`src/rtl/alu_pkg.sv`:
```
// alu_pkg: shared types and constants for the ALU decode stage.
//   alu_op_e    3-bit ALU operation code
//   OPC_*       RV32I opcodes this stage decodes
//   alu_ctrl_t  decoded control/operand bundle (also the pipeline register)
// Optional macro used by consumers: ALU_DEC_ILLEGAL_CHECK_EN.
package alu_pkg;

  localparam int DATA_W = 32;

  localparam logic [6:0] OPC_OP     = 7'b0110011;
  localparam logic [6:0] OPC_OP_IMM = 7'b0010011;
  localparam logic [6:0] OPC_LUI    = 7'b0110111;
  localparam logic [6:0] OPC_AUIPC  = 7'b0010111;

  typedef enum logic [2:0] {
    ALU_AND  = 3'b000,
    ALU_OR   = 3'b001,
    ALU_XOR  = 3'b010,
    ALU_ADD  = 3'b011,
    ALU_SR   = 3'b100,
    ALU_SL   = 3'b101,
    ALU_SLTU = 3'b110,
    ALU_SLT  = 3'b111
  } alu_op_e;

  typedef struct packed {
    alu_op_e           op;
    logic              cin;
    logic [DATA_W-1:0] a;
    logic [DATA_W-1:0] b;
    logic [4:0]        rd;
    logic              reg_write;
    logic              illegal;
  } alu_ctrl_t;

  function automatic alu_op_e f3_to_op(input logic [2:0] f3);
    alu_op_e op;
    case (f3)
      3'b000:  op = ALU_ADD;
      3'b001:  op = ALU_SL;
      3'b010:  op = ALU_SLT;
      3'b011:  op = ALU_SLTU;
      3'b100:  op = ALU_XOR;
      3'b101:  op = ALU_SR;
      3'b110:  op = ALU_OR;
      default: op = ALU_AND;
    endcase
    return op;
  endfunction

  // Comparisons always run the adder in subtract mode; bit 30 picks SUB
  // (register form only) and arithmetic right shift.
  function automatic logic f3_to_cin(input logic [2:0] f3, input logic bit30,
                                     input logic is_reg);
    logic cin;
    case (f3)
      3'b000:         cin = is_reg & bit30;
      3'b010, 3'b011: cin = 1'b1;
      3'b101:         cin = bit30;
      default:        cin = 1'b0;
    endcase
    return cin;
  endfunction

endpackage

```
`src/rtl/alu_ctrl_dec.sv`:
```
// alu_ctrl_dec: purely combinational RV32I compute-instruction decoder.
//   instr     in  32      raw instruction word
//   pc        in  DATA_W  instruction PC (AUIPC operand)
//   rs1_data  in  DATA_W  register-file read data
//   rs2_data  in  DATA_W  register-file read data
//   ctrl      out         decoded alu_ctrl_t
// Macro ALU_DEC_ILLEGAL_CHECK_EN: when defined, malformed/unsupported
// encodings are flagged and turned into NOPs; otherwise unsupported opcodes
// become silent NOPs and funct7 bits other than bit 30 are ignored.
module alu_ctrl_dec
  import alu_pkg::*;
(
  input  logic [31:0]       instr,
  input  logic [DATA_W-1:0] pc,
  input  logic [DATA_W-1:0] rs1_data,
  input  logic [DATA_W-1:0] rs2_data,
  output alu_ctrl_t         ctrl
);

  logic [6:0]        opcode;
  logic [2:0]        f3;
  logic              is_shift;
  logic [DATA_W-1:0] imm_i;
  logic [DATA_W-1:0] imm_u;

  assign opcode   = instr[6:0];
  assign f3       = instr[14:12];
  assign is_shift = (f3 == 3'b001) || (f3 == 3'b101);
  assign imm_i    = {{20{instr[31]}}, instr[31:20]};
  assign imm_u    = {instr[31:12], 12'b0};

`ifdef ALU_DEC_ILLEGAL_CHECK_EN
  logic [6:0] f7;
  logic       enc_ok;
  assign f7 = instr[31:25];

  always_comb begin
    enc_ok = 1'b1;
    case (opcode)
      OPC_OP:
        enc_ok = (f7 == 7'b0000000) ||
                 ((f7 == 7'b0100000) && ((f3 == 3'b000) || (f3 == 3'b101)));
      OPC_OP_IMM: begin
        if (f3 == 3'b001)
          enc_ok = (f7 == 7'b0000000);
        else if (f3 == 3'b101)
          enc_ok = (f7 == 7'b0000000) || (f7 == 7'b0100000);
      end
      OPC_LUI, OPC_AUIPC: enc_ok = 1'b1;
      default:            enc_ok = 1'b0;
    endcase
  end
`endif

  always_comb begin
    // Default is the NOP form: ADD 0+0 with no write-back.
    ctrl    = '0;
    ctrl.op = ALU_ADD;
    ctrl.rd = instr[11:7];
    case (opcode)
      OPC_OP: begin
        ctrl.op        = f3_to_op(f3);
        ctrl.cin       = f3_to_cin(f3, instr[30], 1'b1);
        ctrl.a         = rs1_data;
        ctrl.b         = rs2_data;
        ctrl.reg_write = 1'b1;
      end
      OPC_OP_IMM: begin
        ctrl.op        = f3_to_op(f3);
        ctrl.cin       = f3_to_cin(f3, instr[30], 1'b0);
        ctrl.a         = rs1_data;
        ctrl.b         = is_shift ? {27'b0, instr[24:20]} : imm_i;
        ctrl.reg_write = 1'b1;
      end
      OPC_LUI: begin
        ctrl.b         = imm_u;
        ctrl.reg_write = 1'b1;
      end
      OPC_AUIPC: begin
        ctrl.a         = pc;
        ctrl.b         = imm_u;
        ctrl.reg_write = 1'b1;
      end
      default: ;
    endcase
`ifdef ALU_DEC_ILLEGAL_CHECK_EN
    if (!enc_ok) begin
      ctrl.op        = ALU_ADD;
      ctrl.cin       = 1'b0;
      ctrl.a         = '0;
      ctrl.b         = '0;
      ctrl.reg_write = 1'b0;
      ctrl.illegal   = 1'b1;
    end
`endif
  end

endmodule

```
`src/rtl/alu_decode_stage.sv`:
```
// alu_decode_stage: one-cycle decode pipeline stage in front of the ALU.
//   clk, rst                      clock, async active-high reset
//   in_valid/in_ready             upstream handshake
//   in_instr, in_pc               instruction word and its PC
//   in_rs1_data, in_rs2_data      register read data
//   flush                         kill registered and incoming instruction
//   out_valid/out_ready           downstream handshake
//   alu_op, alu_cin, alu_a, alu_b ALU controls and operands
//   rd, reg_write, illegal        write-back target, enable, bad encoding
// Macro ALU_DEC_ILLEGAL_CHECK_EN enables illegal-encoding detection in the
// decoder; with it undefined, illegal stays 0.
module alu_decode_stage
  import alu_pkg::*;
#(
  parameter int XLEN = DATA_W
) (
  input  logic            clk,
  input  logic            rst,
  input  logic            in_valid,
  output logic            in_ready,
  input  logic [31:0]     in_instr,
  input  logic [XLEN-1:0] in_pc,
  input  logic [XLEN-1:0] in_rs1_data,
  input  logic [XLEN-1:0] in_rs2_data,
  input  logic            flush,
  output logic            out_valid,
  input  logic            out_ready,
  output logic [2:0]      alu_op,
  output logic            alu_cin,
  output logic [XLEN-1:0] alu_a,
  output logic [XLEN-1:0] alu_b,
  output logic [4:0]      rd,
  output logic            reg_write,
  output logic            illegal
);

  alu_ctrl_t dec_ctrl;
  alu_ctrl_t ctrl_q;
  logic      take;

  alu_ctrl_dec u_dec (
    .instr    (in_instr),
    .pc       (in_pc),
    .rs1_data (in_rs1_data),
    .rs2_data (in_rs2_data),
    .ctrl     (dec_ctrl)
  );

  assign in_ready = !out_valid || out_ready;
  assign take     = in_valid && in_ready;

  always_ff @(posedge clk or posedge rst) begin
    if (rst) begin
      out_valid <= 1'b0;
      ctrl_q    <= '0;
    end else begin
      if (flush)          out_valid <= 1'b0;
      else if (take)      out_valid <= 1'b1;
      else if (out_ready) out_valid <= 1'b0;
      // A flushed transfer is dropped, so the register keeps its stale data.
      if (take && !flush) ctrl_q <= dec_ctrl;
    end
  end

  assign alu_op    = ctrl_q.op;
  assign alu_cin   = ctrl_q.cin;
  assign alu_a     = ctrl_q.a;
  assign alu_b     = ctrl_q.b;
  assign rd        = ctrl_q.rd;
  assign reg_write = ctrl_q.reg_write;
  assign illegal   = ctrl_q.illegal;

endmodule

```
`config.mk`:
```
export PLATFORM = sky130hd
export DESIGN_NAME = alu_decode_stage
export DESIGN_NICKNAME = d
export VERILOG_FILES = /design/src/rtl/alu_pkg.sv /design/src/rtl/alu_ctrl_dec.sv /design/src/rtl/alu_decode_stage.sv
export SDC_FILE = /design/constraint.sdc
export NUM_CORES = 1
export LEC_CHECK = 0
export ABC_CLOCK_PERIOD_IN_PS = 2400
export CORE_UTILIZATION = 30
export CTS_BUF_LIST = sky130_fd_sc_hd__clkbuf_4
export CTS_CLUSTER_DIAMETER = 100
export DETAILED_ROUTE_END_ITERATION = 8
export PLACE_DENSITY = 0.71
export SKIP_LAST_GASP = 1
export SYNTH_ARGS = -nofsm -noshare
export SYNTH_HDL_FRONTEND = slang
export SYNTH_SLANG_ARGS = --single-unit
export TNS_END_PERCENT = 30
```
`constraint.sdc`:
```
create_clock -name clk -period 2.4 [get_ports clk]
set_input_delay 0.6 -clock clk [delete_from_list [all_inputs] [get_ports clk]]
set_output_delay 0.6 -clock clk [all_outputs]
set_load 0.03 [all_outputs]
```
## After elaboration in Yosys (flattened, before gate mapping)

Cells that the tools add are included.

- Word-level logic and storage cells: 41
- Register bits: 75
- Input bits: 133
- Output and inout bits: 77

- Eq/ne operators: 10
- Muxes and demuxes: 11
- Reductions and logical operators: 13

Operators with widths:

| cell | count |
|---|---|
| one-hot mux 32 bit (3 select lines) | 1 |
| one-hot mux 32 bit (2 select lines) | 1 |
| two-way mux 32 bit | 1 |
| one-hot mux 3 bit (7 select lines) | 1 |
| equality test 7 x 5 -> 1 bit, second input constant | 2 |
| equality test 7 x 6 -> 1 bit, second input constant | 2 |
| equality test 3 bit, second input constant | 3 |
| one-hot mux 4 bit (2 select lines) | 1 |
| OR reduction 2 bit | 4 |
| equality test 3 x 2 -> 1 bit, second input constant | 2 |
| two-way mux 1 bit | 4 |
| one-hot mux 1 bit (2 select lines) | 2 |
| OR reduction 4 bit | 1 |
| equality test 3 x 1 -> 1 bit, second input constant | 1 |
| logical NOT 3 bit | 1 |
| nonzero test 3 bit | 1 |
| logical AND 1 bit | 2 |
| logical NOT 1 bit | 2 |
| logical OR 1 bit | 2 |

## Longest topological paths before layout

Gate-level depths: netlist (run 1).

- Depth after elaboration: 5
- Mapped depth: 8
- Depth with buffers taken out: 4

## Cells and area by module

From an unflattened synthesis (run 1), not the netlist that was laid out.

- Cells, all modules: 401
- Area, all modules: 4,276.6 sq um

Modules (own cells, without submodules):

| module | area each (sq um) | times used | cells each | sequential area each (sq um) |
|---|---|---|---|---|
| alu_decode_stage | 2,861.5 | 1 | 165 | 1,901.8 |
| alu_ctrl_dec | 1,415.1 | 1 | 236 | 0.0 |

## Worst setup path before layout (run 1)

OpenSTA, ideal clock, no wires.

- Kind: in2reg
- Start: in out_ready
- End: reg ctrl_q (netlist bit rd[0])
- Arrival: 1.728 ns
- Path buffers: 3
- Slack: 0.548 ns
- Stages on the path: 6
- Cell sequence: nand2b_1 > buf_4 > nand2_4 > buf_6 > buf_2 > mux2_2

- Word-level cells in the longest chain between the ends: 3

RTL lines:

| item | RTL line | text |
|---|---|---|
| start: declaration | alu_decode_stage.sv:27 | `input logic out_ready,` |
| logical OR 1 bit | alu_decode_stage.sv:49 | `assign in_ready = !out_valid \|\| out_ready;` |
| named net in_ready | alu_decode_stage.sv:20 | `output logic in_ready,` |
| logical AND 1 bit | alu_decode_stage.sv:50 | `assign take = in_valid && in_ready;` |
| logical AND 1 bit | alu_decode_stage.sv:61 | `if (take && !flush) ctrl_q <= dec_ctrl;` |
| end signal: assignment | alu_decode_stage.sv:61 |  |
| end: declaration | alu_decode_stage.sv:38 | `alu_ctrl_t ctrl_q;` |

The timed path passes the listed nets, and every way through them passes these cells.
A chain may end at the register's enable or synchronous reset.

## Worst setup path after layout (run 1)

- Start: in out_ready
- End: out in_ready

- Word-level cells in the longest chain between the ends: 1

RTL lines:

| item | RTL line |
|---|---|
| logical OR 1 bit | alu_decode_stage.sv:49 |
| end: declaration | alu_decode_stage.sv:20 |

Every way passes these cells.

==> metrics.txt, run 1 <==
outcome complete, no violations; area grow syn2layout 65.01%; Crit Reg-Reg Startpoint out_valid; RSZ-0062 raised after global routing false; Comb pwr share between 20% and 30%; num ports 210; H-Tree Level Count 3; P_leak 0.002688 uW; number of port buffers 208; top cells by count, synth dfrtp_1 (75), a221o_1 (35), and2_0 (31); Vert. Die Dim 112.9 microns; Post-Syn Area 3690 sq um; hold worst-path end alu_b[24]; mux cell area share after synthesis 3.188%; clock sinks between 70 and 80; Core ar. roughly 12000 sq um; max_slew headroom around 60%; sequential power share 50.4%; hold path start alu_b[24]; top-area cell type share of the netlist area between 50% and 60%; Most Frequent Cell on Critical Path buf_4; crit-path max cell delay 0.45 ns; leading area contributor after synthesis dfrtp_1; CTS tree done; largest net degree at the start of global routing 41; required time worst endpoint 1.80 ns; Worst-Skew Late Latency 0.43 ns; Cell variety after synth 40; Worst Setup Path Type input pin to output pin; max-slew violations 0; GP Congestion roughly 0.83; Detailed Route WL roughly 12 mm; CTS Buf Count 9; FP Rows 40; Pwr Density 427.2 nW/um^2; post-route setup slack 0.2404 ns; synth warn 0; FF-to-FF path depth 6; Clock Path Buffers 2; P_int 1837 uW; first-pass GRT wire length about 19 mm; area share of xor/xnor cells in the synthesized design 0%; CP max FO 7; pre-CTS setup slack 0.1092 ns; clk_skew 0.01617 ns; Tcrit/Tclk final 89.98%; synth top area cells dfrtp_1 (51%), a221o_1 (9.5%), and2_0 (5.3%), a211o_1 (4.7%), buf_6 (4.6%); most numerous cell in the Yosys netlist dfrtp_1; Simple-Gate Fraction of Synth Area 15.94%; setup bufs post-CTS 0; final net count approximately 650; post-synthesis sequential area ratio 50.86%; # resized after CTS 0; DRC 0; Final setup viols 0; Worst setup SP type input pin; WP data arrival 1.56 ns; main flop type after synthesis dfrtp_1; Post-synth EDFFs 0; clock network power share 27.5%; total of max-cap violations 0; Final Hold Violating Endpoints 0; Setup TNS 0 ns; FMAX approximately 460 MHz; Vias/cell 5.098; worst hold path class flop to flop; post-synthesis compound-gate area fraction 22.92%; Final Critical Period 2.160 ns; Post-Syn Instances 302; chip width 112.9 microns; fraction of layout cells with a size suffix above 1 approximately 11%; vias in the first global route 3613; slowest CP cell clkdlybuf4s50_1; Detail Placement HPWL 9.186 mm; Starting Density 30.72%; synthesized flop and latch total 75; Synth Area in Adders 0%; Net Count, Synth 435; Final Hold Slack 0.5061 ns; drt pass-1 iters 4; initial antenna violation count 0; CTS root buf clkbuf_4; DRT iter0 DRCs 194; Reg clk slew, reported paths 0.14 ns; Design Power about 2600 uW; Worst R2R End alu_b[19]; worst slew pin tran around 0.57 ns; Psw approximately 760 uW; final global-route overflow total 0; largest family of logic cells by synthesized area compound AO/OA/AOI/OAI gates; R2R Setup Slk 0.84 ns; Ant. Diodes 0; Post-synth ARST share 100.0%; Final ANT Viol Nets 0; placed cell count 650; Final Non-Filler Cells 666; global-route usage over all layers 19.53%; Max VDD drop 0.1954 mV; WHS Path Cells 1; Crit. End Element output pin; Avg Inst Size Synth 12.22 sq um; hold buffers post-CTS 0; crit path cell chain clkdlybuf4s50_1, nand2b_1, buf_4, buf_4; routed length per placed instance about 18 microns; switch share 29.37%; area of the die 12750 sq um; DR vias 3395
==> critical path, delay by kind of cell <==
family / cells / cell delay [ns]
buffers and inverters: 3 / 0.80
AND/OR/NAND/NOR: 1 / 0.16
==> power groups by stage <==
stage / clock [uW] / combinational (uW) / sequential [uW]
after floorplan: 0 / 158 / 1400
after global placement: 0 / 569 / 1330
after detailed placement: 0 / 575 / 1340
after CTS: 750 / 577 / 1310
after global routing: 805 / 609 / 1320
final: 715 / 574 / 1310
==> cells by family (layout without fill, tap and decap cells) <==
| family | count (synthesis) | count (layout) |
|---|---|---|
| AOI/OAI and AO/OA | 100 | 100 |
| DFF | 75 | 75 |
| other | 1 | 1 |
| and+or+nand+nor | 82 | 82 |
| buffers and inverters | 33 | 250 |
| muxes | 11 | 11 |
==> how the worst max path moves through the flow <==
stage	start	to	slack, ns
global placement	out_ready	alu_b[16]	0.14
floorplan	out_ready	rd[0]	0.55
finish	out_ready	in_ready	0.24
global route	alu_b[16]	alu_b[16]	0.21
CTS	out_ready	in_ready	0.24
detailed placement	flush	alu_b[19]	0.11
==> layout make-up <==
cell class / count / area [sq um]
Fill cell: 1074 / 5923
Timing Repair Buffer: 230 / 2332
Sequential cell: 75 / 1877
Multi-Input combinational cell: 194 / 1558
Tap cell: 147 / 183.9
Clock buffer: 9 / 67.56
Clock inverter: 7 / 51.30
Inverter: 4 / 18.77
==> layer usage <==
layer  wire [microns]  vias to the layer above  track usage (%)
li1                 -                     1583                -
met1             5327                     1639            24.94
met2             5952                      157            32.67
met5                0                        -                0
met3              797                       16            3.803
met4              240                        0            7.719
==> cell usage in the layout (no fill, tap or decap), types with 3 or more instances in the layout <==
cell / netlist / routed
a211o_1: 20 / 20
a21o_1: 4 / 4
a21oi_1: 7 / 7
a221o_1: 35 / 35
a22oi_1: 20 / 20
and2_0: 31 / 31
and2_1: 4 / 4
buf_12: 0 / 7
buf_4: 4 / 16
clkbuf_4: 0 / 9
clkdlybuf4s50_1: 0 / 207
clkinvlp_4: 0 / 3
dfrtp_1: 75 / 75
inv_1: 4 / 3
mux2_2: 6 / 6
mux2i_1: 5 / 5
nand2_1: 7 / 7
nand4_1: 3 / 3
nor3_1: 20 / 20
o2bb2ai_1: 3 / 3
o31ai_1: 6 / 6
==> sequential cells by signal, indices dropped and copies added, names as in the netlist <==
name / cells
alu_a: 32
alu_b: 32
alu_cin: 1
alu_op: 3
out_valid: 1
rd: 5
reg_write: 1
==> stage by stage <==
step	cell area, sq um	utilization, %
after global routing	6088	50.69
after global placement	5969	49.70
after detailed placement	5969	49.70
after floorplan	3694	-
final	6088	50.69
after CTS	6088	50.69
Power figures use the tool's default switching activity.
==> run 2: changes to the inputs <==
Settings changed: CORE_MARGIN set to 5.
==> metrics.txt, run 2 (synthesis gave the netlist of run 1 again) <==
RSZ-0062 raised after global routing false; pre-CTS setup slack 0.08017 ns (-0.02906 ns); Ant. Diodes 0 (unchanged); # resized after CTS 0 (unchanged); Max VDD drop 0.2234 mV (+14%); initial antenna violation count 0 (unchanged); R2R Setup Slk 0.81 ns (-0.03 ns); Starting Density 30.72% (unchanged); Pwr Density 447.7 nW/um^2 (+4.8%); area grow syn2layout 65.11% (about the same); CP max FO 7 (unchanged); Vias/cell 5.033 (-1.3%); required time worst endpoint 1.80 ns (about the same); largest net degree at the start of global routing 76 (+85%); FP Rows 40 (unchanged); final global-route overflow total 0 (unchanged); hold path start reg_write; number of port buffers 208 (unchanged); DR vias 3342 (-1.6%); DRC 0 (unchanged); FF-to-FF path depth 5 (-1); chip width 120.9 microns (+7.1%); Final setup viols 0 (unchanged); vias in the first global route 3612 (-0.028%); H-Tree Level Count 3 (unchanged); Tcrit/Tclk final 90.53% (+0.54 points); Clock Path Buffers 2 (unchanged); Crit. End Element output pin; Setup TNS 0 ns (unchanged); Worst setup SP type input pin; Post-Place Cell Area 5942 sq um (-0.46%); max-slew violations 0 (unchanged); clock sinks 75 (unchanged); drt pass-1 iters 5 (+1); Core ar. 12010 sq um (unchanged); total of max-cap violations 0 (unchanged); Worst R2R End alu_b[10]; Vert. Die Dim 120.9 microns (+7.1%); Detail Placement HPWL 9.837 mm (+7.1%); Detailed Route WL 12.97 mm (+5.3%); Final Hold Violating Endpoints 0 (unchanged); WHS Path Cells 2 (+1); WP data arrival 1.57 ns (about the same); final net count 645 (-0.31%); hold buffers post-CTS 0 (unchanged); most frequent cells in the layout clkdlybuf4s50_1 (207), dfrtp_1 (75), a221o_1 (35), and2_0 (31); area of the die 14620 sq um (+15%); first-pass GRT wire length 20.36 mm (+6.2%); worst hold path class flop to flop; Design Power 2727 uW (+4.9%); Crit Reg-Reg Startpoint out_valid; Final ANT Viol Nets 0 (unchanged); outcome complete, no violations; most common cell after layout, fill and taps aside clkdlybuf4s50_1; Final Critical Period 2.173 ns (+0.01300 ns); Worst-Skew Late Latency 0.43 ns (about the same); CTS root buf clkbuf_4; P_leak 0.002690 uW (about the same); CTS tree done; CTS Buf Count 9 (unchanged); routed length per placed instance 19.54 microns (+5.7%); post-route setup slack 0.2274 ns (-0.01300 ns); Worst Setup Path Type input pin to output pin; hold worst-path end reg_write; GP Congestion 0.7716 (-7.1%); FMAX 460.3 MHz (-0.60%); final instance area 6092 sq um (about the same); Reg clk slew, reported paths 0.11 ns (-0.03 ns); setup bufs post-CTS 0 (unchanged); DRT iter0 DRCs 194 (unchanged); clk_skew 0.01609 ns (-0.00008230 ns); num ports 210 (unchanged); fraction of layout cells with a size suffix above 1 10.64% (-0.73 points); global-route usage over all layers 17.93% (-1.6 points)
==> run 2: stage by stage <==
step	utilization, %	hold WS [ns]	std cells
floorplan	-	0.6459	302
global placement	49.47	0.4633	648
detailed placement	49.47	0.4699	648
CTS	50.72	0.4970	664
global route	50.72	0.5162	664
finish	50.72	0.4942	664
==> run 2: area by class of cell <==
type	instances	area, sq um
Tap cell	147	183.9
Fill cell	1083	5919
Clock inverter	7	82.58
Clock buffer	9	67.56
Multi-Input combinational cell	194	1558
Sequential cell	75	1877
Timing Repair Buffer	228	2305
Inverter	4	18.77
==> run 2: layer usage <==
metal / up-vias / global-route usage [%] / share of wire (%)
met5: - / 0 / 0
met4: 0 / 5.524 / 1.3
met3: 13 / 5.594 / 8.2
met2: 137 / 28.38 / 48
met1: 1612 / 23.48 / 42
li1: 1580 / - / -
==> run 2: power breakdown <==
part	total, uW	internal (uW)	switching [uW]	leakage [uW]
clock network	853	411	442	0.0000845
registers	1310	1290	16.5	0.00102
logic	564	318	245	0.00158
total	2730	2020	704	0.00269
==> run 2: worst max-delay path by stage <==
stage / from / end / slack, ns / depth (start not counted)
2_1_floorplan: out_ready / rd[0] / 0.55 / 6
3_3_place_gp: out_ready / rd[4] / 0.14 / 5
3_5_place_dp: in_valid / alu_b[10] / 0.08 / 6
4_1_cts: alu_a[3] / alu_a[3] / 0.23 / 1
5_1_grt: alu_b[13] / alu_b[13] / 0.20 / 1
6_report: out_ready / in_ready / 0.23 / 4
==> run 2: worst max-delay path, stage by stage <==
cell             delay (ns)
clkdlybuf4s50_1        0.45
nand2b_1               0.17
buf_4                  0.19
buf_4                  0.17
